`src/rtl/pipeline_ctrl_pkg.sv`:
```
// Shared types for the pipeline stall/flush sequencer: controller state and
// the grouped register load/flush controls handed to the datapath.
package pipeline_ctrl_pkg;

  typedef enum logic {
    CTRL_INIT = 1'b0,
    CTRL_RUN  = 1'b1
  } ctrl_state_t;

  typedef struct packed {
    logic load_pc;
    logic load_if_id;
    logic load_id_ex;
    logic load_ex_mem;
    logic load_mem_wb;
    logic flush_if_id;
    logic flush_id_ex;
    logic flush_ex_mem;
  } pipe_ctrl_t;

  // Every register holds: a memory is still outstanding.
  localparam pipe_ctrl_t CTRL_HOLD = '0;

  // Every register loads a bubble: reset and the INIT cycle.
  localparam pipe_ctrl_t CTRL_FILL = '1;

  localparam pipe_ctrl_t CTRL_FLOW = '{
    load_pc: 1'b1, load_if_id: 1'b1, load_id_ex: 1'b1,
    load_ex_mem: 1'b1, load_mem_wb: 1'b1,
    flush_if_id: 1'b0, flush_id_ex: 1'b0, flush_ex_mem: 1'b0
  };

  // Taken branch/jump resolved in MEM squashes the three younger stages.
  localparam pipe_ctrl_t CTRL_REDIRECT = '{
    load_pc: 1'b1, load_if_id: 1'b1, load_id_ex: 1'b1,
    load_ex_mem: 1'b1, load_mem_wb: 1'b1,
    flush_if_id: 1'b1, flush_id_ex: 1'b1, flush_ex_mem: 1'b1
  };

  // Load-use: freeze PC and IF/ID, push a bubble into ID/EX, drain the rest.
  localparam pipe_ctrl_t CTRL_BUBBLE = '{
    load_pc: 1'b0, load_if_id: 1'b0, load_id_ex: 1'b1,
    load_ex_mem: 1'b1, load_mem_wb: 1'b1,
    flush_if_id: 1'b0, flush_id_ex: 1'b1, flush_ex_mem: 1'b0
  };

  function automatic logic load_use_hazard(
    input logic       ex_is_load,
    input logic [4:0] ex_rd,
    input logic [4:0] id_rs1,
    input logic [4:0] id_rs2,
    input logic       id_uses_rs1,
    input logic       id_uses_rs2
  );
    return ex_is_load && (ex_rd != 5'd0) &&
           ((id_uses_rs1 && (id_rs1 == ex_rd)) ||
            (id_uses_rs2 && (id_rs2 == ex_rd)));
  endfunction

endpackage

```
`src/rtl/pipeline_ctrl_mem_resp_hold.sv`:
```
// Holds a single-cycle cache response until the whole pipeline can advance,
// so the faster memory does not lose its data while waiting for the other.
module mem_resp_hold (
  input  logic        clk,
  input  logic        rst_n,
  input  logic        resp,
  input  logic [31:0] rdata,
  input  logic        advance,
  output logic        done,
  output logic [31:0] data
);

  logic [31:0] hold_buf;

  // NOTE: the data buffer is reset along with the flag so a stale word can
  // never leak out after a reset.
  always_ff @(posedge clk) begin
    if (!rst_n) begin
      done     <= 1'b0;
      hold_buf <= '0;
    end else if (advance) begin
      done <= 1'b0;
    end else if (resp && !done) begin
      // A second response while already holding is a protocol error; drop it.
      done     <= 1'b1;
      hold_buf <= rdata;
    end
  end

  assign data = done ? hold_buf : rdata;

endmodule

```
`src/rtl/pipeline_ctrl.sv`:
```
// Central stall/flush sequencer for the 5-stage RV32I pipeline: combines the
// cache handshakes, load-use hazard and MEM redirect into register controls.
module pipeline_ctrl
  import pipeline_ctrl_pkg::*;
#(
  parameter int CNT_W = 32
) (
  input  logic             clk,
  input  logic             rst_n,
  input  logic             imem_resp,
  input  logic [31:0]      imem_rdata,
  output logic             imem_read,
  input  logic             dmem_req,
  input  logic             dmem_resp,
  input  logic [31:0]      dmem_rdata,
  output logic             dmem_en,
  output logic [31:0]      if_instr,
  output logic [31:0]      mem_rdata,
  input  logic             ex_is_load,
  input  logic [4:0]       ex_rd,
  input  logic [4:0]       id_rs1,
  input  logic [4:0]       id_rs2,
  input  logic             id_uses_rs1,
  input  logic             id_uses_rs2,
  input  logic             redirect,
  output logic             load_pc,
  output logic             load_if_id,
  output logic             load_id_ex,
  output logic             load_ex_mem,
  output logic             load_mem_wb,
  output logic             flush_if_id,
  output logic             flush_id_ex,
  output logic             flush_ex_mem,
  output logic [CNT_W-1:0] stall_cnt,
  output logic [CNT_W-1:0] flush_cnt
);

  ctrl_state_t state;
  pipe_ctrl_t  ctrl;
  logic        run;
  logic        imem_done;
  logic        dmem_done;
  logic        i_ok;
  logic        d_ok;
  logic        advance;
  logic        hz;

  // Reset is sampled synchronously, but while it is held the register
  // controls must already flood the pipeline with bubbles.
  assign run = rst_n && (state == CTRL_RUN);

  assign i_ok    = imem_done || imem_resp;
  assign d_ok    = !dmem_req || dmem_done || dmem_resp;
  assign advance = run && i_ok && d_ok;
  assign hz      = load_use_hazard(ex_is_load, ex_rd, id_rs1, id_rs2,
                                   id_uses_rs1, id_uses_rs2);

  assign imem_read = run && !imem_done;
  assign dmem_en   = run && dmem_req && !dmem_done;

  mem_resp_hold u_ihold (
    .clk     (clk),
    .rst_n   (rst_n),
    .resp    (imem_resp && run),
    .rdata   (imem_rdata),
    .advance (advance),
    .done    (imem_done),
    .data    (if_instr)
  );

  mem_resp_hold u_dhold (
    .clk     (clk),
    .rst_n   (rst_n),
    .resp    (dmem_resp && run),
    .rdata   (dmem_rdata),
    .advance (advance),
    .done    (dmem_done),
    .data    (mem_rdata)
  );

  // NOTE: default assignment first so no path through this block infers a latch.
  always_comb begin
    ctrl = CTRL_HOLD;
    if (!run) begin
      ctrl = CTRL_FILL;
    end else if (advance) begin
      if (redirect)  ctrl = CTRL_REDIRECT;
      else if (hz)   ctrl = CTRL_BUBBLE;
      else           ctrl = CTRL_FLOW;
    end
  end

  assign load_pc      = ctrl.load_pc;
  assign load_if_id   = ctrl.load_if_id;
  assign load_id_ex   = ctrl.load_id_ex;
  assign load_ex_mem  = ctrl.load_ex_mem;
  assign load_mem_wb  = ctrl.load_mem_wb;
  assign flush_if_id  = ctrl.flush_if_id;
  assign flush_id_ex  = ctrl.flush_id_ex;
  assign flush_ex_mem = ctrl.flush_ex_mem;

  // NOTE: non-blocking assignments so every register samples pre-edge values.
  always_ff @(posedge clk) begin
    if (!rst_n) begin
      state     <= CTRL_INIT;
      stall_cnt <= '0;
      flush_cnt <= '0;
    end else begin
      case (state)
        CTRL_INIT: state <= CTRL_RUN;
        CTRL_RUN: begin
          // A load-use bubble costs a cycle even though the back end moves.
          if (!advance || (hz && !redirect))
            stall_cnt <= stall_cnt + CNT_W'(1);
          if (advance && redirect)
            flush_cnt <= flush_cnt + CNT_W'(1);
        end
        default: state <= CTRL_INIT;
      endcase
    end
  end

endmodule

```
`config.mk`:
```
export PLATFORM = sky130hd
export DESIGN_NAME = pipeline_ctrl
export DESIGN_NICKNAME = d
export VERILOG_FILES = /design/src/rtl/pipeline_ctrl_pkg.sv /design/src/rtl/pipeline_ctrl_mem_resp_hold.sv /design/src/rtl/pipeline_ctrl.sv
export SDC_FILE = /design/constraint.sdc
export NUM_CORES = 1
export LEC_CHECK = 0
export CORE_ASPECT_RATIO = 1.4
export CORE_UTILIZATION = 49
export DETAILED_ROUTE_END_ITERATION = 7
export PLACE_DENSITY = 0.87
export SLEW_MARGIN = 20
export SYNTH_ARGS = -nofsm -noshare
export SYNTH_HDL_FRONTEND = slang
export SYNTH_SLANG_ARGS = --single-unit
```
`constraint.sdc`:
```
create_clock -name clk -period 4.5 [get_ports clk]
set_clock_uncertainty 0.2 [all_clocks]
set_input_delay 1.35 -clock clk [delete_from_list [all_inputs] [get_ports clk]]
set_output_delay 1.35 -clock clk [all_outputs]
set_load 0.02 [all_outputs]
```
# --- After elaboration in Yosys (flattened, before gate mapping) ---
# Cells that the tools add are included.
totals:
  regBits: 131
  latch_bits: 0
  ramBits: 0
  romBits: 0
  memories: 0
op_classes:
  add_sub_neg: 2
  multipliers: 0
  n_div: 0
  n_lt_le_gt_ge: 0
  n_eq_ne: 2
  shift: 0
  n_mux: 7
  bitwise_logic: 2
  n_reduce_logical: 32
op_table:
  columns: ["op", "n"]
  rows:
  - ["32-bit by 1-bit adder with 32-bit output (second input constant)", 2]
  - ["32-bit two-way mux", 2]
  - ["8-bit two-way mux", 4]
  - ["1-bit logical AND", 16]
  - ["5-bit equality test", 2]
  - ["2-bit AND reduction", 4]
  - ["1-bit zero test", 5]
  - ["1-bit logical OR", 5]
  - ["5-bit nonzero test", 1]
  - ["1-bit inverter", 2]
  - ["2-bit OR reduction", 1]
  - ["1-bit two-way mux", 1]

# --- Logic depth before layout (Yosys ltp) ---
logic_depth:
  depth_word: 8
  mapped_depth: 8
  ltp_nobuf: 7

# --- By module ---
# A second synthesis with hierarchy kept.
unflattened:
  hier_cells: 745
  area_unflattened_um2: 6754.0
by_module_without_submodules:
  columns: ["mod", "n_inst", "cells_each", "area_each_um2", "seq_area_each_um2"]
  rows:
  - ["mem_resp_hold", 2, 179, 1735.4, 660.6]
  - ["pipeline_ctrl", 1, 387, 3283.1, 1301.2]

# --- Worst setup path before layout ---
# Ideal clock, no wire load.
synth_path:
  path_type: "input-to-output"
  startpoint: "input ex_rd[1]"
  endpoint: "output load_pc"
  arrival_time_ns: 2.616
  required_ns: 2.950
  path_slack_ns: 0.334
  path_stages: 6
  path_buffers: 1
  cell_sequence: "or4_1 o21ai_1 nor2_1 a21o_1 nand2_1 buf_4"
synth_via:
  elab_chain_cells: 8
synth_rtl:
  columns: ["element", "line", "rtl"]
  rows:
  - ["start: declaration", "pipeline_ctrl.sv:20", "input logic [4:0] ex_rd,"]
  - ["5-bit equality test, on equally long branches", "pipeline_ctrl_pkg.sv:56, pipeline_ctrl_pkg.sv:57", null]
  - ["1-bit logical AND, on equally long branches", "pipeline_ctrl_pkg.sv:56, pipeline_ctrl_pkg.sv:57", null]
  - ["1-bit logical OR", "pipeline_ctrl_pkg.sv:56", "((id_uses_rs1 && (id_rs1 == ex_rd)) ||"]
  - ["1-bit logical AND (*)", "pipeline_ctrl_pkg.sv:55", "return ex_is_load && (ex_rd != 5'd0) &&"]
  - ["8-bit two-way mux (*)", "pipeline_ctrl.sv:88", "else if (hz) ctrl = CTRL_BUBBLE;"]
  - ["8-bit two-way mux (*)", "pipeline_ctrl.sv:87", "if (redirect) ctrl = CTRL_REDIRECT;"]
  - ["8-bit two-way mux (*)", "pipeline_ctrl.sv:86", "end else if (advance) begin"]
  - ["8-bit two-way mux (*)", "pipeline_ctrl.sv:84", "if (!run) begin"]
  - ["end: declaration", "pipeline_ctrl.sv:26", "output logic load_pc,"]
# Mark *: on every way between the ends. The rest lies on a longest branch, timed or not.

# --- Worst setup path after layout ---
layout_path:
  startpoint: "input rst_n"
  endpoint: "output imem_read"
layout_via:
  elab_chain_cells: 2
layout_rtl:
  columns: ["element", "line", "rtl"]
  rows:
  - ["start: declaration", "pipeline_ctrl.sv:9", "input logic rst_n,"]
  - ["1-bit logical AND", "pipeline_ctrl.sv:50", "assign run = rst_n && (state == CTRL_RUN);"]
  - ["1-bit logical AND", "pipeline_ctrl.sv:58", "assign imem_read = run && !imem_done;"]
  - ["end: declaration", "pipeline_ctrl.sv:12", "output logic imem_read,"]
# Every way passes these cells.

==> reports/results.ini <==
[outcome]
status=finished with violations
violations=design-rule violations

[critical_path]
cpMostUsedCell=clkdlybuf4s50_1
critical_path_class=input port to output pin
path_delay_family=buffers and inverters
crit_buf_inv=2
path_cells=clkdlybuf4s50_1 -> nand2_1 -> nor2_1 -> clkdlybuf4s50_1
r2r_slack_ns=1.92
end_kind=output pin
cp_max_fo=3
cp_slowest_cell=clkdlybuf4s50_1
worstSetupStartpointType=input port
crit_path_max_incr_delay_ns=0.62
required_ns=2.95
crit_arrival_ns=2.90

[power]
p_leak_nw=3.28
vdd_drop_max_mv=0.231
power_density_nw_per_um2=345

[timing]
maxSlewViolCount=0
finalSetupTns_ns=0
rsz0062_at_grt=no
fmax_ghz=0.225
timing_worst_slew_pin_value_ns=0.535
slew_headroom=0.643
hold_viol_final=0
fin_crit_ns=4.45
period_share=0.989
setup_violations=0

[drt]
dr.pass1.iters=7
via_count=6251
first_iter_violations=275
wl_mm=17.6
drtAntennaViolNets=0
avgViaCountPerCell=5.52
drc=26
routedWlPerCell_um=15.6

[final_layout]
final_nets=1061
drive_gt1_frac=0.131
fin_area_um2=9350
nFillCells=897
n_antenna_cell=0
area_growth_pct=48.9

[floorplan]
num_rows=48
pin_count=226
dieArea_um2=13300
core_um2=12400
start_util=0.505
die_w_um=97.6
chipHeight_um=136

[logic_synthesis]
synth_simple_gate_area_frac=0.247
syn_nets=850
synthFlopType=dfxtp_1
synth_compound_area_frac=0.118
synth-edff-count=0
ys_top_cells_by_count=161 x nand2_1, 131 x dfxtp_1, 98 x a21oi_1
yosys_warnings=0
synthAdderAreaFrac=0.00399
ys_types=41
yosysMostFrequentCell=nand2_1
muxShareOfSynthArea=0.118
synthCells=760
yosys-top-cells-area=dfxtp_1 42%, mux2_2 11%, nand2_1 9.6%, a21oi_1 7.8%, xor2_1 3.2%
synth.top_cell.area_share=0.418
yosysTopAreaCell=dfxtp_1
synth_async_sr_flop_share=0
synth_area_um2=6270
synth.avg_cell_area_um2=8.26
synth_xor_area_frac=0.0544
seq_area_frac_synth=0.418
ys_ff_latch=131
synth_top_family_by_area=simple AND/OR/NAND/NOR gates

[min_path]
hp-class=flop to flop

[clock_network]
cts_hold_buf=0
cts_tree=done
h-tree-depth=4
clkSinkCount=131
cts-root-buf=clkbuf_16
clk-insertion-delay-late_ns=0.41
postCtsSetupRepairBufs=0
path_clk_slew_ns=0.06
cts_buffers=17
ctsLongestPathBuffers=2

[global_routing]
grt_pass1_vias=5898
grt_first_pass_wirelength_mm=28.0
met3_usage=0.0658
overflow=0
grtUsageTotal=0.261
grt_max_degree=78
use_met1=0.288
use_met2=0.461
busiest_layer=met2
antenna_found_initial=0

[placement]
dp_hpwl_mm=12.0
dpl_cell_area_um2=8660
gp_congestion=0.794
port-buffer-count=225

[run]
drv_cap=0

## registers in the layout (all words and copies together) (netlist names)
signal / cells
flush_cnt: 32
stall_cnt: 32
state: 1
u_dhold.done: 1
u_dhold.hold_buf: 32
u_ihold.done: 1
u_ihold.hold_buf: 32
## routing by layer
metal	vias up	part of all wire
met5	-	0
li1	3061	-
met2	220	0.51
met3	47	0.062
met4	0	0.038
met1	2923	0.39
## worst min-delay path: stages (launching register included)
cell	delay, ns
dfxtp_1	0.30
nand2_1	0.05
a21oi_1	0.05
## what timing repair did
action                     4_1_cts  5_1_grt
pin swaps                        0        1
cloned                           0        0
gates resized for setup         24        4
setup endpoints to repair        8        4
## power breakdown
group          switching, W  total (W)  internal [W]  leakage, nW
combinational      0.000199   0.000422      0.000223         1.89
clock              0.000518    0.00161       0.00109        0.330
sequential        0.0000110    0.00119       0.00118         1.06
total              0.000728    0.00322       0.00249         3.28
## cell type report
type	instances	area, µm²	area share
well taps	150	188	0.0201
inverters	4	16.3	0.00174
multi-input cells	571	3410	0.365
flip-flops and latches	131	2620	0.281
clock buffers	18	429	0.0459
clock inverters	13	258	0.0276
repair buffers	246	2420	0.259
## placed cells by master (no fill, tap or decap), types with 6 or more instances in the layout
master,n
xor2_1,23
o21ai_1,18
or4_1,11
nand3_1,29
bufinv_16,7
mux2_2,64
nand2_1,161
nor2_1,42
clkbuf_16,17
dlygate4sd2_1,8
a21oi_1,98
dfxtp_1,131
clkdlybuf4s50_1,211
xnor2_1,16
nand4_1,18
and3_1,19
o31ai_1,11
nor3_1,6
or3_1,19
buf_4,21
## kinds of logic (layout without fill, tap and decap cells)
kind of cell / count (synthesis) / count (layout)
AND/OR/NAND/NOR: 327 / 327
flip-flops: 131 / 131
AO/OA/AOI/OAI: 137 / 137
XOR/XNOR: 39 / 39
buffers and inverters: 58 / 281
multiplexers: 66 / 66
adder cells (fa/ha/maj): 2 / 2
## through the flow
| stage | power (W) | std cells | util | setup slack [ns] | hold WS, ns |
|---|---|---|---|---|---|
| 6_report | 0.00322 | 1133 | 0.752 | 0.0485 | 0.251 |
| 5_1_grt | 0.00332 | 1133 | 0.752 | 0.0191 | 0.271 |
| 4_1_cts | 0.00324 | 1133 | 0.751 | 0.0114 | 0.252 |
| 3_5_place_dp | 0.00164 | 1102 | 0.697 | -0.558 | 0.243 |
| 3_3_place_gp | 0.00163 | 1102 | 0.697 | -0.525 | 0.238 |
| 2_1_floorplan | 0.00142 | 760 | - | 0.334 | 0.233 |
## path summary, 6_finish.rpt
| path | cells after the start | endpoint | start |
|---|---|---|---|
| max | 4 | imem_read | rst_n |
| min | 2 | u_dhold.hold_buf[18] | u_dhold.hold_buf[18] |
| max reg2reg | 7 | stall_cnt[28] | stall_cnt[0] |
| min reg2reg | 2 | u_dhold.hold_buf[18] | u_dhold.hold_buf[18] |
No activity file was read; power rests on OpenSTA's default activity.
==> patch 1, RTL diff (config.mk and constraints unchanged) <==
Set the parameter `CNT_W` to 48 (it was 32).
--- a/src/rtl/pipeline_ctrl.sv
+++ b/src/rtl/pipeline_ctrl.sv
@@ -4,5 +4,5 @@
   import pipeline_ctrl_pkg::*;
 #(
-  parameter int CNT_W = 32
+  parameter int CNT_W = 48
 ) (
   input  logic             clk,
Ports: changed (resized flush_cnt and stall_cnt); port bits go from 226 to 258. No check against the original RTL was run, so the function may have changed too.
==> patch 1 against the unedited design <==
  * The flow finishes with violations (setup timing)
  * Wire length grew 32%
  * Largest cell class unchanged
  * Final cell count grew 24%
  * Sequential cell count grew 32
  * Setup slack lost 0.049 ns
  * Design area grew 23%
  * Critical path type unchanged
  * Largest power group unchanged
  * Clock power shrank 6%
  * Synthesized area grew 29%
  * Power grew 6.0%
==> patch 1: results (changes against the unedited design) <==
pins over their slew limit=0 (unchanged); least setup slack across all paths after layout=-0.000129 ns (-0.0487 ns); result of the run=finished, violations left; clock latency of the later-clocked register in the worst-skew pair=0.43 ns (+0.02 ns); most instantiated flip-flop cell in the synthesis netlist=sky130_fd_sc_hd__dfxtp_1; count of port buffers added during placement=257 (+14%); worst endpoint data arrival time=2.95 ns (+0.05 ns); layout net count=1280 (+21%); largest net degree at the start of global routing=93 (+19%); share of synthesized area occupied by flip-flops and latches=40.4% (-1.3 points); global-route wire length before repair=37200 µm (+33%); type of the most critical hold path=register to register; biggest area contributors in the synthesized netlist=sky130_fd_sc_hd__dfxtp_1 40%, sky130_fd_sc_hd__mux2_2 8.9%, sky130_fd_sc_hd__nand2_1 8.3%; via count of the first global-routing pass=7654 (+30%); Largest regs=flush_cnt x48, stall_cnt x48; clock root cell=sky130_fd_sc_hd__clkbuf_16; leakage power total=3.89 nW (+19%); initial antenna violation count=0 (unchanged); hpwl dp=16000 µm (+33%); Worst-path clk slew=0.07 ns; failing checks=setup timing; H-tree depth=4 (unchanged); Via density=5.70 (+3.4%); maximum vdd drop=276 µV (+20%); wirelength, routed=23300 µm (+32%); number of diodes added for antenna fixing=0 (unchanged); Max Root-Sink Buffers=2 (unchanged); number of instances in the synthesized netlist=950 (+25%); total iterations of the first detailed-routing run=6 (-1); fraction of registers with async set or reset after synthesis=0% (unchanged); ratio of cells with drive above 1 in the final layout=14.2% (+1.1 points); yosys synthesis warning count=0 (unchanged); number of setup violations in the final report=1 (+1); net count of the mapped netlist=1040 (+22%); GR Util All Layers=26.8% (+0.62 points); RD Place Congestion=0.807 (+1.6%); count of placed standard cells in the final layout, fillers left out=1402 (+24%); library cells used by synthesis=49 (+20%); total clock buffers created by CTS=17 (unchanged); most frequent cells after synthesis=178 x sky130_fd_sc_hd__nand2_1, 163 x sky130_fd_sc_hd__dfxtp_1, 117 x sky130_fd_sc_hd__a21oi_1, 64 x sky130_fd_sc_hd__mux2_2, 48 x sky130_fd_sc_hd__nor2_1; slew margin rel.=30.8% (-33 points); detailed router's first-iteration violation count=525 (+91%); Max FO, Critical Path=3 (unchanged)
-- patch 1: final cells by class --
cell class	count	area, µm²
clock buffer	18	439
clock inverter	14	178
fill	1179	4570
inverter	13	51.3
multi-input combinational	703	4490
sequential	163	3260
tap	199	249
timing repair buffer	292	2870
-- patch 1: cells by family after synthesis --
family | after synthesis | share of synthesized area, %
mux | 66 | 9.18
buf+inv | 84 | 4.84
simple gates | 406 | 27.2
fa+ha+maj | 2 | 0.310
flops | 163 | 40.4
xor+xnor | 49 | 5.32
compound gates | 180 | 12.7
-- patch 1: per-layer routing --
metal  vias up  track usage [%]  share of wire [%]
met5         -                0                  0
met4         0             14.0                4.4
met3        68             6.11                6.0
met2       303             48.9                 53
met1      3776             28.5                 37
li1       3849                -                  -
-- patch 1: what timing repair did --
| action | CTS | global route |
|---|---|---|
| hold endpoints to repair | 0 | 0 |
| pin swaps | 3 | 6 |
| setup buffers | 0 | 1 |
| resized for setup | 28 | 18 |
| hold buffers | 0 | 0 |
| setup endpoints to repair | 9 | 4 |
-- patch 1: where the power goes --
group	total, mW	switching (mW)	internal (mW)	leakage (nW)
combinational	0.429	0.205	0.223	2.28
sequential	1.46	0.00909	1.45	1.31
clock	1.52	0.627	0.896	0.295
-- patch 1: path summary, 6_finish.rpt --
check | from | end | slack, ns | cells after the start
max | id_rs2[3] | load_if_id | -0.0001 | 8
min | u_dhold.hold_buf[31] | u_dhold.hold_buf[31] | 0.26 | 2
max reg2reg | state | stall_cnt[25] | 1.33 | 8
min reg2reg | u_dhold.hold_buf[31] | u_dhold.hold_buf[31] | 0.26 | 2
-- patch 1: through the flow --
step	hold WS, ns	setup WS, ns	area, µm²	TNS, ns
after floorplan	0.233	0.0164	8070	0
after global placement	0.238	-0.524	10800	-1.99
after detailed placement	0.247	-0.597	10800	-2.27
after CTS	0.256	-0.111	11500	-0.183
after global routing	0.269	-0.0568	11500	-0.109
final	0.256	-0.000129	11500	-0.000129
-- patch 1: critical path, stage by stage --
cell,delay (ns)
sky130_fd_sc_hd__clkdlybuf4s50_1,0.45
sky130_fd_sc_hd__xnor2_2,0.23
sky130_fd_sc_hd__nand4_1,0.15
sky130_fd_sc_hd__o22ai_2,0.17
sky130_fd_sc_hd__buf_6,0.14
sky130_fd_sc_hd__a21boi_4,0.05
sky130_fd_sc_hd__or2_4,0.24
sky130_fd_sc_hd__buf_2,0.16
==> patch 2, RTL diff (same settings) <==
Without the edit above. Make the reset (`rst_n`) asynchronous in 2 clocked blocks.
--- a/src/rtl/pipeline_ctrl_mem_resp_hold.sv
+++ b/src/rtl/pipeline_ctrl_mem_resp_hold.sv
@@ -15,5 +15,5 @@
   // NOTE: the data buffer is reset along with the flag so a stale word can
   // never leak out after a reset.
-  always_ff @(posedge clk) begin
+  always_ff @(posedge clk or negedge rst_n) begin
     if (!rst_n) begin
       done     <= 1'b0;
--- a/src/rtl/pipeline_ctrl.sv
+++ b/src/rtl/pipeline_ctrl.sv
@@ -101,5 +101,5 @@
 
   // NOTE: non-blocking assignments so every register samples pre-edge values.
-  always_ff @(posedge clk) begin
+  always_ff @(posedge clk or negedge rst_n) begin
     if (!rst_n) begin
       state     <= CTRL_INIT;
Function: differs if rst_n is asserted again (counterexample within 4 cycles, from zero or initial values and one cycle with rst_n low); with rst_n held inactive, the same outputs for 10 cycles.
==> patch 2 against the unedited design <==
  * Maximum frequency is 0.14% lower
  * First-iteration DRC count is 39% lower
  * Setup slack worse by 0.0060 ns
  * Synthesized area is 2.5% higher
  * Design area rose by 2.5%
  * Sequential cell count unchanged
  * Sequential share of layout area is 6.2 points higher
  * Final cell count down 19%
  * Wire length shrank 9.3%
  * Largest cell class is now registers
Power is not compared: it rests on default switching activity, and its combinational part moved more than twofold at a synthesized area within 25%.
==> patch 2: results (changes against the unedited design) <==
Critical R2R Launch=u_ihold.done; WL/cell=17.4 µm (+12%); library cells used by synthesis=38 (-7.3%); vias after detailed routing=4965 (-21%); RD Place Congestion=0.810 (+1.9%); global-route wire length before repair=26000 µm (-7.2%); instance area after placement=8890 µm² (+2.6%); total iterations of the first detailed-routing run=4 (-3); Setup crit start=ex_rd[3]; worst hold path stage count=1 (-1); measured slew at the worst slew-check pin=0.819 ns (+0.284 ns); share of synthesized area occupied by flip-flops and latches=51.0% (+9.2 points); biggest area contributors in the synthesized netlist=sky130_fd_sc_hd__dfrtp_1 51%, sky130_fd_sc_hd__mux2_2 22%, sky130_fd_sc_hd__xnor2_1 8.4%; detailed router's first-iteration violation count=167 (-39%); number of fill cells=816 (-9.0%); initial antenna violation count=1 (+1); leakage power total=4.08 nW; net count of the mapped netlist=600 (-29%); result of the run=finished clean; layout net count=843 (-21%); most frequent cells after synthesis=131 x sky130_fd_sc_hd__dfrtp_1, 128 x sky130_fd_sc_hd__mux2_2, 62 x sky130_fd_sc_hd__xnor2_1, 29 x sky130_fd_sc_hd__nand2_1, 26 x sky130_fd_sc_hd__nand4_1; fraction of registers with async set or reset after synthesis=100% (+100 points); largest net degree at the start of global routing=64 (-18%); Max FO, Critical Path=2 (-1); GR Util All Layers=24.5% (-1.6 points); hpwl dp=11700 µm (-2.9%); via count of the first global-routing pass=5297 (-10%); Max Root-Sink Buffers=2 (unchanged)
==> patch 2: changes by cell type after synthesis, moves of 19 or more <==
cell and change:
sky130_fd_sc_hd__clkbuf_1 -28, sky130_fd_sc_hd__dfxtp_1 -131, sky130_fd_sc_hd__nand2_1 -132, sky130_fd_sc_hd__a21oi_1 -96, sky130_fd_sc_hd__xnor2_1 +46, sky130_fd_sc_hd__nor2_1 -23, sky130_fd_sc_hd__mux2_2 +64, sky130_fd_sc_hd__dfrtp_1 +131
sky130_fd_sc_hd__or3_1 -19
==> patch 2: critical path: stages <==
cell and delay (ns):
sky130_fd_sc_hd__clkdlybuf4s50_1 0.43, sky130_fd_sc_hd__buf_4 0.17, sky130_fd_sc_hd__xnor2_2 0.15, sky130_fd_sc_hd__nand4_1 0.13
sky130_fd_sc_hd__o22ai_2 0.17, sky130_fd_sc_hd__buf_4 0.15, sky130_fd_sc_hd__o2bb2ai_4 0.13, sky130_fd_sc_hd__nand2_4 0.09
sky130_fd_sc_hd__buf_6 0.14
==> patch 2: timing repair <==
action,4_1_cts,5_1_grt
gates resized for setup,25,14
pin swaps,2,4
setup endpoints to repair,7,6
hold endpoints to repair,0,0
==> patch 2: cell type report <==
class / instances / area [µm²] / area share [%]
repair buffers: 248 / 2430 / 25.4
clock buffers: 20 / 447 / 4.66
multi-input cells: 349 / 3020 / 31.6
inverters: 6 / 22.5 / 0.235
flip-flops and latches: 131 / 3280 / 34.2
clock inverters: 12 / 181 / 1.89
diodes: 1 / 2.50 / 0.0261
well taps: 153 / 191 / 2.00
==> patch 2: kinds of logic (layout without fill, tap and decap cells) <==
group,count (synthesis),after routing,share of synthesized area [%]
and+or+nand+nor,137,137,12.2
DFF,131,131,51.0
muxes,129,129,22.6
xor gates and xnor gates,72,72,9.81
buffers and inverters,30,286,2.76
AOI/OAI and AO/OA,8,8,1.25
adders and majority gates,2,2,0.389
other,1,2,0.0583
==> patch 2: path summary, 6_finish.rpt <==
check                           endpoint  slack (ns)
setup reg to reg           flush_cnt[31]        1.91
min in group asynchronous          state        0.54
hold reg to reg            stall_cnt[31]        0.27
hold / removal             stall_cnt[31]        0.27
setup / recovery              load_if_id        0.04
max in group asynchronous  flush_cnt[22]        1.96
==> patch 2: metrics by stage <==
step	cells	setup WS, ns	utilization [%]
after floorplan	510	0.200	-
after global placement	887	-0.490	69.4
after detailed placement	887	-0.581	69.4
after CTS	919	0.00244	74.4
after global routing	920	-0.0360	74.7
final	920	0.0425	74.7
==> patch 2: metal layers <==
layer | track usage [%] | routed length (µm) | share of wire, % | vias up
met3 | 5.58 | 845 | 5.3 | 35
met2 | 44.0 | 8710 | 54 | 169
li1 | - | - | - | 2286
met5 | 0 | 0 | 0 | -
met4 | 11.2 | 456 | 2.9 | 0
met1 | 27.7 | 5980 | 37 | 2475
